## config.mk

```make
export PLATFORM = sky130hd
export DESIGN_NAME = addr_stream_sink
export DESIGN_NICKNAME = d
export VERILOG_FILES = /design/src/rtl/addr_stream_sink.sv
export SDC_FILE = /design/constraint.sdc
export NUM_CORES = 1
export LEC_CHECK = 0
export BUFFER_PORTS_ARGS = -buffer_cell sky130_fd_sc_hd__buf_2
export CORE_MARGIN = 2
export CORE_UTILIZATION = 49
export CTS_CLUSTER_SIZE = 25
export DETAILED_ROUTE_END_ITERATION = 12
export PLACE_DENSITY = 0.84
export SLEW_MARGIN = 10
export SYNTH_ARGS = -nofsm -noshare
export SYNTH_HDL_FRONTEND = slang
export SYNTH_SLANG_ARGS = --single-unit
export TNS_END_PERCENT = 10
```

## constraint.sdc

```tcl
create_clock -name clk -period 5.8 [get_ports clk]
set_input_delay 1.16 -clock clk [delete_from_list [all_inputs] [get_ports clk]]
set_output_delay 1.16 -clock clk [all_outputs]
set_load 0.05 [all_outputs]
```

## src/rtl/addr_stream_sink.sv

```systemverilog
// rtl/addr_stream_sink.sv - address/valid stream sink: issues memory reads, sums returned data, checks ordering
module addr_stream_sink #(
    parameter int ADDR_WIDTH = 7,
    parameter int DATA_WIDTH = 8,
    parameter int NUM_ADDR   = 100,
    parameter int ACC_WIDTH  = 16
) (
    input  logic                  clk,
    input  logic                  rst,
    input  logic                  start_i,
    input  logic [ADDR_WIDTH-1:0] addr_i,
    input  logic                  valid_i,
    output logic                  mem_rd_en_o,
    output logic [ADDR_WIDTH-1:0] mem_addr_o,
    input  logic [DATA_WIDTH-1:0] mem_rdata_i,
    output logic                  done_o,
    output logic                  busy_o,
    output logic [ACC_WIDTH-1:0]  sum_o,
    output logic                  sum_valid_o,
    output logic                  err_o
);

    localparam logic [1:0] S_IDLE  = 2'd0;
    localparam logic [1:0] S_RUN   = 2'd1;
    localparam logic [1:0] S_DRAIN = 2'd2;
    localparam logic [1:0] S_DONE  = 2'd3;

    localparam logic [ADDR_WIDTH-1:0] LAST_ADDR = ADDR_WIDTH'(NUM_ADDR - 1);
    localparam logic [ACC_WIDTH-1:0]  SUM_MAX   = '1;

    logic [1:0]            state;
    logic [ADDR_WIDTH-1:0] exp_addr;
    logic                  rd_pend;
    logic                  accept;
    logic [ACC_WIDTH:0]    sum_ext;

    // Only RUN consumes the stream; over-run addresses after the last one land in DRAIN/DONE/IDLE.
    assign accept      = (state == S_RUN) && valid_i;
    assign mem_rd_en_o = accept;
    assign mem_addr_o  = addr_i;
    assign done_o      = (state == S_DONE);
    assign busy_o      = (state == S_RUN) || (state == S_DRAIN);

    // One extra carry bit detects overflow so the sum saturates instead of wrapping.
    assign sum_ext = {1'b0, sum_o} + (ACC_WIDTH+1)'(mem_rdata_i);

    always_ff @(posedge clk) begin
        if (rst) begin
            state       <= S_IDLE;
            exp_addr    <= '0;
            rd_pend     <= 1'b0;
            sum_o       <= '0;
            sum_valid_o <= 1'b0;
            err_o       <= 1'b0;
        end else begin
            rd_pend <= accept;
            if (rd_pend) begin
                sum_o <= sum_ext[ACC_WIDTH] ? SUM_MAX : sum_ext[ACC_WIDTH-1:0];
            end
            case (state)
                S_IDLE: begin
                    if (start_i) begin
                        state       <= S_RUN;
                        sum_o       <= '0;
                        err_o       <= 1'b0;
                        sum_valid_o <= 1'b0;
                        exp_addr    <= '0;
                        rd_pend     <= 1'b0;
                    end
                end
                S_RUN: begin
                    if (valid_i) begin
                        if (addr_i != exp_addr) begin
                            err_o <= 1'b1;
                        end
                        exp_addr <= exp_addr + 1'b1;
                        if (exp_addr == LAST_ADDR) begin
                            state <= S_DRAIN;
                        end
                    end
                end
                S_DRAIN: begin
                    state <= S_DONE;
                end
                S_DONE: begin
                    state       <= S_IDLE;
                    sum_valid_o <= 1'b1;
                end
                default: begin
                    state <= S_IDLE;
                end
            endcase
        end
    end

endmodule

```

# --- Word level (Yosys, flattened, before mapping) ---
# Cells that the tools add are included.
classes:
  add_sub_neg: 2
  n_eq_ne: 9
  mux: 18
  reduce_logical: 9
op_table:
  columns: ["operator", "count"]
  rows:
  - ["$mux W16", 4]
  - ["$add A16 B8 Y17", 1]
  - ["$mux W7", 2]
  - ["$pmux W7 S2", 1]
  - ["$pmux W2 S4", 1]
  - ["$add A7 B1 Y7 const B", 1]
  - ["$eq A7 B7 Y1 const B", 1]
  - ["$ne A7 B7 Y1", 1]
  - ["$mux W2", 3]
  - ["$reduce_and A3 Y1", 2]
  - ["$mux W1", 5]
  - ["$eq A2 B2 Y1 const B", 2]
  - ["$ne A2 B1 Y1 const B", 2]
  - ["$ne A2 B2 Y1 const B", 2]
  - ["$pmux W1 S2", 2]
  - ["$reduce_and A4 Y1", 1]
  - ["$reduce_bool A2 Y1", 2]
  - ["$eq A2 B1 Y1 const B", 1]
  - ["$logic_not A2 Y1", 1]
  - ["$reduce_and A2 Y1", 1]
  - ["$logic_and A1 B1 Y1", 1]
  - ["$logic_or A1 B1 Y1", 1]
totals:
  ff_bits: 28
  inputBits: 19
  out_inout_bits: 28
  wordCells: 44

# --- Logic depth before layout (Yosys ltp) ---
# Gate-level depths: netlist of the first run.
logic_depth:
  word_depth: 5
  ltp_mapped: 8
  depth_no_buf: 8

# --- Worst setup path before layout of the first run ---
# No wires, ideal clock.
synth_timing:
  path_kind: "input-to-reg"
  startpoint: "in mem_rdata_i[0]"
  endpoint: "reg sum_o[11]"
  setup_time_ns: 0.123
  t_arrival_ns: 2.724
  required_ns: 5.677
  setup_slack_ns: 2.953
  stages: 8
  path_buffers: 0
  path_cell_list: "ha_1 -> fa_1 -> a211oi_1 -> nor3_2 -> o21ai_2 -> or2_1 -> and4_1 -> nor3_1"
synth_via:
  elab_chain_len: 5
synth_lines:
  columns: ["element", "line", "text"]
  rows:
  - ["from (decl)", "15", "input logic [DATA_WIDTH-1:0] mem_rdata_i,"]
  - ["$add A16 B8 Y17 (*)", "45", "assign sum_ext = {1'b0, sum_o} + (ACC_WIDTH+1)'(mem_rdata_i);"]
  - ["$mux W16 (*)", "58", "sum_o <= sum_ext[ACC_WIDTH] ? SUM_MAX : sum_ext[ACC_WIDTH-1:0];"]
  - ["$mux W16 (*)", "57", "if (rd_pend) begin"]
  - ["$mux W16", "62", "if (start_i) begin"]
  - ["$mux W16 (*)", "60", "case (state)"]
  - ["to (signal assigned)", "58", null]
  - ["to (decl)", "18", "output logic [ACC_WIDTH-1:0] sum_o,"]
# Mark *: on every way between the ends. The rest lies on a longest branch, timed or not.
# A chain may end at the register's enable or synchronous reset.

# --- Worst setup path in the final report of the first run ---
layout_timing:
  startpoint: "in valid_i"
  endpoint: "out mem_rd_en_o"
layout_via:
  elab_chain_len: 1
layout_lines:
  columns: ["element", "line", "text"]
  rows:
  - ["from (decl)", "12", "input logic valid_i,"]
  - ["$logic_and A1 B1 Y1", "38", "assign accept = (state == S_RUN) && valid_i;"]
  - ["to (decl)", "13", "output logic mem_rd_en_o,"]
# Every way passes these cells.

==> impl_metrics.toml, run 1 <==
[sta]
rsz0062_at_grt = "no"
maxSlewHeadroom_pct = 40.8
worstMarginPinSlew_ps = 888
fin_crit_sh_pct = 49.8
final-setup-viol-count = 0
drv_slew = 0
final.setup_skew_ps = 2.62
finalHoldViolCount = 0
fmax_mhz = 346
tns_ps = 0
finalCriticalPeriod_ps = 2890

[clock_tree]
clk_latency_ps = 340
cts_hold_buffers = 0
root_buffer = "clkbuf_4"
cts_sinks = 28
cts_tree = "done"
cts_max_path_buffers = 2
cts_buffers = 3
cts_setup_buffers = 0
cts.repair.resized = 0
clkSlewWorstSetupHoldPaths_ps = 150
cts_max_level = 1

[placement]
hpwl_um = 2830
place_congestion = 0.884
io_buffers = 46

[yosys]
ys.flop_type = "dfxtp_1"
netlist_area_um2 = 1740
synth.most_common_cell = "dfxtp_1"
synth_fa_ha_area_share_pct = 10.5
async_flop_share_pct = 0
yosysUniqueCellTypes = 46
synth-simple-area-share_pct = 21.0
synth.top_cell.area_share_pct = 32.2
syn_inst = 207
synth_top_family_by_area = "simple AND/OR/NAND/NOR gates"
synthXorXnorAreaFrac_pct = 8.05
synth_seq_cells = 28
synth_compound_area_share_pct = 20.8
syn_area_per_cell_um2 = 8.41
synth_nets = 240
synth.area.mux_share_pct = 1.72
ys_seq_area_share_pct = 32.2
ys_top_cells_by_area = "dfxtp_1 (32%), ha_1 (9.3%), o21ai_0 (4.6%), xnor2_1 (4.5%), nor2_1 (3.9%)"
synth_common_cells = "dfxtp_1 (28), nor2_1 (18), o21ai_0 (16), nand2_1 (15)"
synth_edf_count = 0
ys_warn_count = 0
synth_top_area_cell = "dfxtp_1"

[route]
drt_wl_total_um = 3720
vias = 1619
via_per_inst = 5.54
first_pass_iters = 4
drcViolationCount = 0
wl_per_cell_um = 12.7
ant_nets = 0
drt_iter0_markers = 107

[power_and_ir_drop]
pwr-share-clk_pct = 17.1
p_comb_share_pct = 44.1
p_per_area_nw_per_um2 = 292
internal_power_w = 0.000326
power_leakage_nw = 0.893
vdd_drop_max_uv = 327
switching_power_w = 0.000257
power_frac_seq_pct = 38.7
swShare_pct = 44.0

[status]
outcome = "finished clean"

[final_layout]
drive_above_1_share_pct = 23.6
fillers = 315
multi_input_area_um2 = 1080
regArea_um2 = 561
final_util_pct = 59.4
areaGrowthSynthToFinish_pct = 14.7
n_antenna_cell = 0
layout.nets = 280

[floorplan]
die_w_um = 63.6
ios = 47
fp.dieH_um = 63.6
core_um2 = 3360
start_util_pct = 51.8
rows = 21
die-area_um2 = 4050

[min_path]
hp-class = "flop to flop"
hold_start = "err_o$_SDFFE_PP0P_"
worstHoldPathCells = 2
hold_end = "err_o$_SDFFE_PP0P_"

[critical_path]
critPathCaptureType = "primary output"
cp-start-kind = "input port"
crit_family = "buffers and inverters"
cpPeakStageDelay_ps = 260
arrival_ps = 1730
crit_required_ps = 4640
slowest_stage = "buf_2"
cp_cell_sequence = "buf_2 -> and2_2 -> buf_2"
r2r_setup_slack_ps = 3630
r2r_cells = 8
cp.buffers_inverters = 2
r2r-start = "sum_o[0]$_SDFF_PP0_"
crit_type = "input port to primary output"
path_max_fanout = 7
cp_common_cell = "buf_2"
r2r-end = "sum_o[13]$_SDFF_PP0_"

[global_routing]
grt_overflow = 0
grt_pass1_wl_um = 6490
grt_max_degree = 19
track_usage_pct = 19.8
antenna_found_initial = 0
grt_pass1_vias = 1518

[flow_run]
drv_cap = 0
==> layer usage <==
layer / vias to the layer above / GRT usage (%) / wire (um)
li1: 822 / - / -
met2: 44 / 35.0 / 1810
met5: - / 0 / 0
met4: 0 / 5.98 / 32
met3: 4 / 4.29 / 180
met1: 749 / 23.7 / 1700
==> cells by family after synthesis <==
family / after synthesis
buffers and inverters: 19
DFF: 28
and+or+nand+nor: 69
AOI/OAI and AO/OA: 58
muxes: 3
xor gates and xnor gates: 16
adders and majority gates: 14
==> layout make-up <==
cell class | count | share of cell area, %
Sequential cell | 28 | 28.1
Timing Repair Buffer | 46 | 11.5
Clock buffer | 4 | 1.82
Inverter | 8 | 1.50
Multi-Input combinational cell | 160 | 54.2
Tap cell | 46 | 2.88
==> layout by cell type, fill, tap and decap left out, types with 2 or more instances in the layout <==
cell type	Yosys	final
a211oi_1	3	3
a21o_1	3	3
a21oi_1	13	13
a22oi_1	2	2
a31oi_1	9	9
and2_1	2	2
and4_1	3	3
buf_2	1	46
clkbuf_4	0	3
dfxtp_1	28	28
ha_1	13	13
inv_1	8	8
mux2i_1	3	3
nand2_1	15	15
nand3_1	6	6
nand4_1	2	2
nand4b_1	2	2
nor2_1	18	18
nor2b_1	2	2
nor3_1	7	7
o2111ai_1	2	2
o211ai_1	2	2
o21ai_0	16	16
o21bai_1	2	2
xnor2_1	9	9
xor2_1	7	7
==> per-stage QoR <==
step / total power (W) / hold slack, ps / instances / instance area (um^2) / setup slack (ps)
floorplan: 0.000438 / 483 / 207 / 1740 / 2950
global placement: 0.000482 / 467 / 288 / 1960 / 2730
detailed placement: 0.000488 / 476 / 288 / 1960 / 2700
CTS: 0.000588 / 496 / 292 / 2000 / 2900
global route: 0.000626 / 542 / 292 / 2000 / 2880
finish: 0.000583 / 492 / 292 / 2000 / 2910
==> sequential cells by signal, indices dropped and copies added (netlist names) <==
| name | count |
|---|---|
| sum_o | 16 |
| rd_pend | 1 |
| sum_valid_o | 1 |
| exp_addr | 7 |
| state | 2 |
| err_o | 1 |
==> worst max path at each step <==
stage / from / endpoint / slack [ps] / depth (start not counted)
3_5_place_dp: mem_rdata_i[0] / sum_o[3]$_SDFF_PP0_ / 2700 / 9
3_3_place_gp: mem_rdata_i[0] / sum_o[6]$_SDFF_PP0_ / 2730 / 9
4_1_cts: valid_i / mem_rd_en_o / 2900 / 3
6_report: valid_i / mem_rd_en_o / 2910 / 3
5_1_grt: valid_i / mem_rd_en_o / 2880 / 3
2_1_floorplan: mem_rdata_i[0] / sum_o[11]$_SDFF_PP0_ / 2950 / 8
==> power by group through the flow <==
stage               registers, W  logic, W  clock network (W)
finish                  0.000226  0.000257           0.000100
global route            0.000229  0.000287           0.000110
CTS                     0.000226  0.000258           0.000103
detailed placement      0.000230  0.000258                  0
global placement        0.000230  0.000253                  0
floorplan               0.000246  0.000192                  0
==> tightest hold or removal path, delay by kind of cell, from the launching register on <==
| family | cells | cell delay, ps |
|---|---|---|
| flip-flops | 1 | 340 |
| AO/OA/AOI/OAI | 2 | 120 |
Power figures use the tool's default switching activity.
==> inputs of run 2 (changes only) <==
--- a/config.mk
+++ b/config.mk
@@ -7,10 +7,10 @@
 export LEC_CHECK = 0
 export BUFFER_PORTS_ARGS = -buffer_cell sky130_fd_sc_hd__buf_2
 export CORE_MARGIN = 2
-export CORE_UTILIZATION = 49
+export CORE_UTILIZATION = 47
 export CTS_CLUSTER_SIZE = 25
 export DETAILED_ROUTE_END_ITERATION = 12
-export PLACE_DENSITY = 0.84
+export PLACE_DENSITY = 0.85
 export SLEW_MARGIN = 10
 export SYNTH_ARGS = -nofsm -noshare
 export SYNTH_HDL_FRONTEND = slang
==> constraint.sdc (replaced) <==
create_clock -name clk -period 2.61 [get_ports clk]
set_input_delay 0.522 -clock clk [delete_from_list [all_inputs] [get_ports clk]]
set_output_delay 0.522 -clock clk [all_outputs]
set_load 0.05 [all_outputs]
==> run 2 against run 1 <==
Compared with the run above: cell area rose by 1.1%; clock power rose by 130%; first-iteration DRC count fell by 24%; die area rose by 4.0%; register-to-register slack got worse by 3200 ps; critical path type is now input port to flop.
==> impl_metrics.toml, run 2 (synthesis gave the netlist of run 1 again) <==
[status]
outcome = "finished clean"

[clock_tree]
cts.repair.resized = 0
cts_buffers = 3
cts_max_level = 1
cts_sinks = 28
cts_tree = "done"
cts_max_path_buffers = 2
root_buffer = "clkbuf_8"
clkSlewWorstSetupHoldPaths_ps = 90
cts_setup_buffers = 0
cts_hold_buffers = 0
clk_latency_ps = 280

[final_layout]
areaGrowthSynthToFinish_pct = 15.9
layout_common_cells = "buf_2 (46), dfxtp_1 (28), nor2_1 (18)"
layout.nets = 282
largestRegisters = "sum_o (16), exp_addr (7), state (2)"
drive_above_1_share_pct = 23.9
fin_cells = 295
n_antenna_cell = 0
largest_register_ff_count = 16
regMostFlops = "sum_o"
final_common_cell = "buf_2"

[route]
top_layer = "met4"
wl_met3_um = 196
first_pass_iters = 8
ant_nets = 0
drcViolationCount = 0
drt_wl_total_um = 3670
drt_iter0_markers = 81
wl_met2_um = 1810
vias = 1606
via_per_inst = 5.44
wl_met1_um = 1630
wl_per_cell_um = 12.4

[global_routing]
grt_overflow = 0
antenna_found_initial = 0
grt_pass1_vias = 1459
grt_pass1_wl_um = 6330
track_usage_pct = 18.8
grt_max_degree = 18

[floorplan]
fp.dieH_um = 64.9
ios = 47
die-area_um2 = 4210
die_w_um = 64.9
rows = 22
start_util_pct = 48.3
core_um2 = 3610

[power_and_ir_drop]
vdd_drop_max_uv = 761
power.total_w = 0.00132
power_leakage_nw = 0.904
p_per_area_nw_per_um2 = 655

[critical_path]
critPathCaptureType = "flop"
crit_type = "input port to flop"
r2r-end = "sum_o[15]$_SDFF_PP0_"
crit_required_ps = 2780
arrival_ps = 2340
cp-start-kind = "input port"
endpoint = "sum_o[15]$_SDFF_PP0_"
path_max_fanout = 4
r2r_cells = 8
worstSetupStartpoint = "mem_rdata_i[0]"
r2r-start = "sum_o[0]$_SDFF_PP0_"
r2r_setup_slack_ps = 440

[sta]
fin_ws_ps = 434
hold_ws_ps = 506
fmax_mhz = 460
rsz0062_at_grt = "no"
drv_slew = 0
finalHoldViolCount = 0
final-setup-viol-count = 0
fin_crit_sh_pct = 83.4
tns_ps = 0
maxSlewHeadroom_pct = 65.8
worstMarginPinSlew_ps = 510
final.setup_skew_ps = 3.64
finalCriticalPeriod_ps = 2180

[placement]
hpwl_um = 2930
place_congestion = 0.880
io_buffers = 46
placed_cells_incl_taps = 292
pre_cts_ws_ps = 136

[min_path]
worstHoldPathCells = 2
hp-class = "flop to flop"

[flow_run]
drv_cap = 0
[run 2: cell type report]
| cell class | count | area (um^2) |
|---|---|---|
| Fill cell | 341 | 1590 |
| Timing Repair Buffer | 48 | 245 |
| Multi-Input combinational cell | 160 | 1080 |
| Sequential cell | 28 | 561 |
| Inverter | 8 | 30.0 |
| Tap cell | 48 | 60.1 |
| Clock buffer | 3 | 41.3 |
[run 2: layer usage]
layer,GRT usage [%],vias up
met5,0,-
li1,-,828
met1,23.3,732
met4,5.32,0
met3,4.34,5
met2,32.3,41
[run 2: how the worst min path moves through the flow]
stage                                   startpoint                  endpoint
after global placement          err_o$_SDFFE_PP0P_        err_o$_SDFFE_PP0P_
after global routing            err_o$_SDFFE_PP0P_        err_o$_SDFFE_PP0P_
after CTS                       err_o$_SDFFE_PP0P_        err_o$_SDFFE_PP0P_
final                           err_o$_SDFFE_PP0P_        err_o$_SDFFE_PP0P_
after detailed placement        err_o$_SDFFE_PP0P_        err_o$_SDFFE_PP0P_
after floorplan           exp_addr[6]$_SDFFE_PP0P_  exp_addr[6]$_SDFFE_PP0P_
[run 2: power breakdown]
| part | leakage, nW | switching [W] | internal, W |
|---|---|---|---|
| Clock | 0.0216 | 0.000132 | 0.000104 |
| Combinational | 0.656 | 0.000406 | 0.000184 |
| Sequential | 0.226 | 0.0000328 | 0.000463 |
| Total | 0.904 | 0.000571 | 0.000751 |
[run 2: per-stage QoR]
step	util, %	cell area, um^2
after CTS	56.0	2020
after detailed placement	54.9	1980
after global routing	56.0	2020
after floorplan	-	1740
final	56.0	2020
after global placement	54.9	1980
[run 2: critical path: stages]
cell and delay [ps]:
buf_2 100, ha_1 210, fa_1 420, a211oi_1 380, nor3_2 110, o21ai_2 200, or2_1 160, and4_1 190
nor3_1 40
